### src/rtl/otf_digit_converter_pkg.sv
// Shared definitions for the on-the-fly signed-digit to two's-complement converter.
package otf_digit_converter_pkg;

  // Signed-digit encoding produced by the upstream selection stage
  localparam logic [1:0] DIGIT_ZERO    = 2'b00;
  localparam logic [1:0] DIGIT_NEG     = 2'b01;
  localparam logic [1:0] DIGIT_POS     = 2'b10;
  localparam logic [1:0] DIGIT_ILLEGAL = 2'b11;

  typedef enum logic [1:0] {
    StIdle,
    StSkip,
    StConvert,
    StDone
  } state_e;

  // Counter must hold the larger of the skip count and the digit count
  function automatic int unsigned cnt_width(input int unsigned n_digits,
                                            input int unsigned delay);
    int unsigned max_v;
    max_v = (delay > n_digits) ? delay : n_digits;
    return $clog2(max_v + 1);
  endfunction

endpackage

### src/rtl/otf_append_cell.sv
// Next values of Q and QM after appending one signed digit (on-the-fly conversion step).
module otf_append_cell
  import otf_digit_converter_pkg::*;
#(
  parameter int unsigned WIDTH = 17
) (
  input  logic [WIDTH-1:0] i_q,
  input  logic [WIDTH-1:0] i_qm,
  input  logic [1:0]       i_digit,
  output logic [WIDTH-1:0] o_q,
  output logic [WIDTH-1:0] o_qm,
  output logic             o_illegal
);

  // Select shifted Q/QM so that QM stays equal to Q - 1 after every step
  always_comb begin
    o_q       = {i_q[WIDTH-2:0], 1'b0};
    o_qm      = {i_qm[WIDTH-2:0], 1'b1};
    o_illegal = 1'b0;
    unique case (i_digit)
      DIGIT_POS: begin
        o_q  = {i_q[WIDTH-2:0], 1'b1};
        o_qm = {i_q[WIDTH-2:0], 1'b0};
      end
      DIGIT_NEG: begin
        o_q  = {i_qm[WIDTH-2:0], 1'b1};
        o_qm = {i_qm[WIDTH-2:0], 1'b0};
      end
      DIGIT_ZERO: begin
        o_q  = {i_q[WIDTH-2:0], 1'b0};
        o_qm = {i_qm[WIDTH-2:0], 1'b1};
      end
      DIGIT_ILLEGAL: begin
        // Treated as a zero digit, flagged to the caller
        o_illegal = 1'b1;
      end
      default: ;
    endcase
  end

endmodule

### src/rtl/otf_digit_converter.sv
// Converts a stream of signed digits (MSD first) into a two's-complement integer on the fly.
module otf_digit_converter
  import otf_digit_converter_pkg::*;
#(
  parameter int unsigned N_DIGITS     = 16,
  parameter int unsigned ONLINE_DELAY = 3
) (
  input  logic              clk,
  input  logic              asyn_reset_n,
  input  logic              start,
  input  logic              digit_valid,
  input  logic [1:0]        p_value,
  input  logic              result_ack,
  output logic              busy,
  output logic [N_DIGITS:0] result,
  output logic              result_valid,
  output logic              digit_err
);

  localparam int unsigned W    = N_DIGITS + 1;
  localparam int unsigned CntW = cnt_width(N_DIGITS, ONLINE_DELAY);
  localparam logic [CntW-1:0] LastDigit = CntW'(N_DIGITS - 1);
  localparam logic [CntW-1:0] LastSkip  = CntW'((ONLINE_DELAY > 0) ? ONLINE_DELAY - 1 : 0);

  state_e          r_state, w_state_d, w_state;
  logic [CntW-1:0] r_cnt, w_cnt_d, w_cnt;
  logic [W-1:0]    r_q, w_q_d, w_q;
  logic [W-1:0]    r_qm, w_qm_d, w_qm;
  logic [W-1:0]    r_result, w_result_d;
  logic            r_err, w_err_d, w_err;
  logic [W-1:0]    w_q_app, w_qm_app;
  logic            w_illegal;

  otf_append_cell #(
    .WIDTH(W)
  ) u_append_cell (
    .i_q      (w_q),
    .i_qm     (w_qm),
    .i_digit  (p_value),
    .o_q      (w_q_app),
    .o_qm     (w_qm_app),
    .o_illegal(w_illegal)
  );

  // State register
  always_ff @(posedge clk or negedge asyn_reset_n) begin
    if (!asyn_reset_n) begin
      r_state <= StIdle;
    end else begin
      r_state <= w_state_d;
    end
  end

  // Datapath registers: digit counter, Q/QM pair, captured result and sticky error
  always_ff @(posedge clk or negedge asyn_reset_n) begin
    if (!asyn_reset_n) begin
      r_cnt    <= '0;
      r_q      <= '0;
      r_qm     <= '1;
      r_result <= '0;
      r_err    <= 1'b0;
    end else begin
      r_cnt    <= w_cnt_d;
      r_q      <= w_q_d;
      r_qm     <= w_qm_d;
      r_result <= w_result_d;
      r_err    <= w_err_d;
    end
  end

  // Next-state: start re-initialises first, then a same-cycle digit is processed against the
  // fresh operation so it counts as that operation's first digit
  always_comb begin
    w_state = start ? ((ONLINE_DELAY > 0) ? StSkip : StConvert) : r_state;
    w_cnt   = start ? '0   : r_cnt;
    w_q     = start ? '0   : r_q;
    w_qm    = start ? '1   : r_qm;
    w_err   = start ? 1'b0 : r_err;

    w_state_d  = w_state;
    w_cnt_d    = w_cnt;
    w_q_d      = w_q;
    w_qm_d     = w_qm;
    w_err_d    = w_err;
    w_result_d = r_result;

    case (w_state)
      StIdle: ;
      StSkip: begin
        if (digit_valid) begin
          if (w_cnt == LastSkip) begin
            w_state_d = StConvert;
            w_cnt_d   = '0;
          end else begin
            w_cnt_d = w_cnt + 1'b1;
          end
        end
      end
      StConvert: begin
        if (digit_valid) begin
          w_q_d   = w_q_app;
          w_qm_d  = w_qm_app;
          w_err_d = w_err | w_illegal;
          if (w_cnt == LastDigit) begin
            w_state_d  = StDone;
            w_cnt_d    = '0;
            w_result_d = w_q_app;
          end else begin
            w_cnt_d = w_cnt + 1'b1;
          end
        end
      end
      StDone: begin
        if (result_ack) begin
          w_state_d = StIdle;
        end
      end
      default: w_state_d = StIdle;
    endcase
  end

  // Outputs decoded from registered state
  always_comb begin
    busy         = (r_state == StSkip) || (r_state == StConvert);
    result_valid = (r_state == StDone);
    result       = r_result;
    digit_err    = r_err;
  end

endmodule

### config.mk
export PLATFORM = sky130hd
export DESIGN_NAME = otf_digit_converter
export DESIGN_NICKNAME = d
export VERILOG_FILES = /design/src/rtl/otf_digit_converter_pkg.sv /design/src/rtl/otf_append_cell.sv /design/src/rtl/otf_digit_converter.sv
export SDC_FILE = /design/constraint.sdc
export NUM_CORES = 1
export LEC_CHECK = 0
export CAP_MARGIN = 20
export CORE_MARGIN = 8
export CORE_UTILIZATION = 57
export DETAILED_ROUTE_END_ITERATION = 8
export PLACE_DENSITY = 0.79
export RECOVER_POWER = 50
export SYNTH_ARGS = -nofsm -noshare
export SYNTH_HDL_FRONTEND = slang
export SYNTH_SLANG_ARGS = --single-unit
export TNS_END_PERCENT = 20
### constraint.sdc
create_clock -name clk -period 2.3 [get_ports clk]
set_input_delay 0.575 -clock clk [delete_from_list [all_inputs] [get_ports clk]]
set_output_delay 0.575 -clock clk [all_outputs]
set_load 0.01 [all_outputs]
==> summary.md, run 1 <==
| Metric | Value |
|---|---|
| Status | finished clean |
| Final wirelength | 6190 microns |
| TritonCTS clock tree | yes |
| Std cell rows | 26 |
| Mapped cell area | 0.00292 sq mm |
| Mapped Cells | 290 |
| CP endpoint kind | flip-flop |
| Post-synth top area share | 0.351 |
| Synth cell count leaders | dfrtp_1, o21ai_0, nand2_1 |
| Detail Route Antenna Nets | 0 |
| Final total power | 2.24 mW |
| Total CTS buffers | 9 |
| Die Span Y | 87.6 microns |
| Core area | 0.00504 sq mm |
| Total Routing Usage GR | 0.173 |
| Leak | 1.51 nW |
| GPL Wtd Cong | 0.817 |
| Post-synth EDFFs | 0 |
| Layout area overhead | 21.1% |
| Via density | 5.58 |
| Antenna diodes | 0 |
| TritonRoute pass-1 iters | 4 |
| Synthesized area per cell | 10.1 sq um |
| Startpoint types | primary input |
| Top cells by area, synth | dfrtp_1, dfstp_2, o21ai_0 |
| Vias in the first global route | 2223 |
| Share of cells above drive strength 1 | 0.257 |
| P per Cell Area | 634 mW/mm^2 |
| Net count, final | 349 |
| Final hold violation count | 0 |
| Initial Util | 0.580 |
| Reg-to-Reg Start | r_cnt[0] |
| Start point of the critical path | start |
| Die width | 87.6 microns |
| Detailed placement HPWL | 4260 microns |
| RSZ-0062 raised after global routing | false |
| HP Class | flip-flop to flip-flop |
| Count leader, synth | dfrtp_1 |
| Period utilisation layout | 0.938 |
| Final min period | 2.16 ns |
| IO buf count | 26 |
| Initial antenna violation count | 0 |
| Flops & latches, synth | 57 |
| Prevailing post-synth register cell | dfrtp_1 |
| Gr ovfl total | 0 |
| Synth Warn # | 0 |
| CTS root buf | clkbuf_8 |
| Crit path kind | primary input to flip-flop |
| Worst vdd ir | 0.000385 V |
| Iteration-0 DRC Markers | 152 |
| Largest net degree at the start of global routing | 58 |
| Critical Path AT | 2.36 ns |
| Hold_sp | result[1] |
| Setup TNS | 0 ns |
| Final core utilization | 0.702 |
| Distinct cells, synth | 38 |
| Max Slew Vio Count | 0 |
| # IOs | 27 |
| Maximum fanout along the worst path | 4 |
| Die ar. | 0.00768 sq mm |
| Final Setup Violations | 0 |
| Max Freq | 464 MHz |
| Seq/Total Area, Yosys | 0.495 |
| Max Cap Viol | 0 |
| Max_slew headroom | 0.0906 |
| Syn_nets | 308 |
| Cts hold-fix bufs | 0 |
| Routed vias | 2260 |
| Clock Skew | 0.0104 ns |
| Ys async rst share | 1.00 |
| CP required | 2.51 ns |
| Clk buf depth | 2 |
| # clock sinks | 57 |
| H-tree depth | 3 |
| Clock Pin Slew Worst Setup and Hold Paths | 0.06 ns |
| Worst-margin pin slew | 1.36 ns |
| Avg WL per Cell | 15.3 microns |
| Global-route wire length before repair | 10300 microns |
| Largest area contributor in the netlist | dfrtp_1 |
| Clock Latency Late Sink | 0.33 ns |
| DR DRC count | 0 |
[cell families (layout without fill, tap and decap cells)]
kind of cell    count (synthesis)  in the layout  share of synthesized area
compound gates                 93             93                      0.219
simple gates                   93             93                      0.170
flops                          57             57                      0.495
buf+inv                        32             77                     0.0561
fa+ha+maj                      11             11                     0.0471
xor+xnor                        3              3                    0.00899
mux                             1              1                    0.00385
[timing repair]
| action | 4_1_cts | 5_1_grt |
|---|---|---|
| endpoints found under the setup margin | 0 | 8 |
| gates resized for setup | 0 | 1 |
| setup buffers | 0 | 0 |
| endpoints found under the hold margin | 0 | 0 |
[final timing paths]
path	slack, ns	endpoint	cells past startpoint
max	0.14	r_cnt[0]	7
min	0.48	result[1]	2
max reg2reg	0.51	r_cnt[0]	7
min reg2reg	0.48	result[1]	2
max in group asynchronous	0.84	r_q[9]	2
min in group asynchronous	0.63	r_q[1]	2
[layer usage]
metal,routed length [microns],track usage
met5,0,0
met4,82,0.0703
met3,240,0.0478
met1,2890,0.214
met2,2970,0.280
[power breakdown]
| part | internal (mW) | total (mW) | switching (mW) | leakage [nW] |
|---|---|---|---|---|
| combinational | 0.166 | 0.359 | 0.193 | 0.689 |
| sequential | 1.04 | 1.07 | 0.0273 | 0.734 |
| clock | 0.440 | 0.817 | 0.377 | 0.0882 |
[critical path, cell delays in order]
cell and delay [ns]:
clkdlybuf4s50_1 0.48, or2_2 0.35, ha_1 0.32, nand2_1 0.08, a2bb2oi_1 0.14, a21oi_1 0.30
nor2_1 0.11
[placed cells by master, fill, tap and decap left out, drive strengths merged, types with 15 or more instances in the layout]
master / count
o21ai: 39
dfrtp: 41
a22oi: 15
or2: 17
nand2: 22
a21oi: 17
nand3b: 16
nor2: 20
clkdlybuf4s50: 16
buf: 27
a221oi: 15
dfstp: 16
[stage by stage]
stage                     cell area [sq um]  hold WS, ns  instances  worst slack, ns
final                                  3540        0.479        405            0.144
after global routing                   3540        0.503        405          0.00384
after CTS                              3550        0.235        405            0.124
after detailed placement               3380        0.474        390           -0.224
after global placement                 3380        0.464        390           -0.181
after floorplan                        2920        0.279        290            0.202
[state kept, by name, indices dropped and copies added, names as in the netlist]
name	count
digit_err	1
r_cnt	5
r_q	16
r_qm	16
r_state	2
result	17
[final cells by class]
class / count / area [sq um]
sequential: 57 / 1450
clock inverter: 3 / 17.5
clock buffer: 12 / 155
multi-input combinational: 201 / 1320
timing repair buffer: 53 / 480
tap: 70 / 87.6
inverter: 9 / 33.8
fill: 399 / 1500
Power figures use the tool's default switching activity.
==> inputs of run 2 (changes only) <==
--- a/config.mk
+++ b/config.mk
@@ -8,6 +8,7 @@
 export CAP_MARGIN = 20
 export CORE_MARGIN = 8
 export CORE_UTILIZATION = 57
+export CTS_CLUSTER_SIZE = 28
 export DETAILED_ROUTE_END_ITERATION = 8
 export PLACE_DENSITY = 0.79
 export RECOVER_POWER = 50
==> results of run 2 <==
Final layout, timing and power as in run 1 (identical DEF).
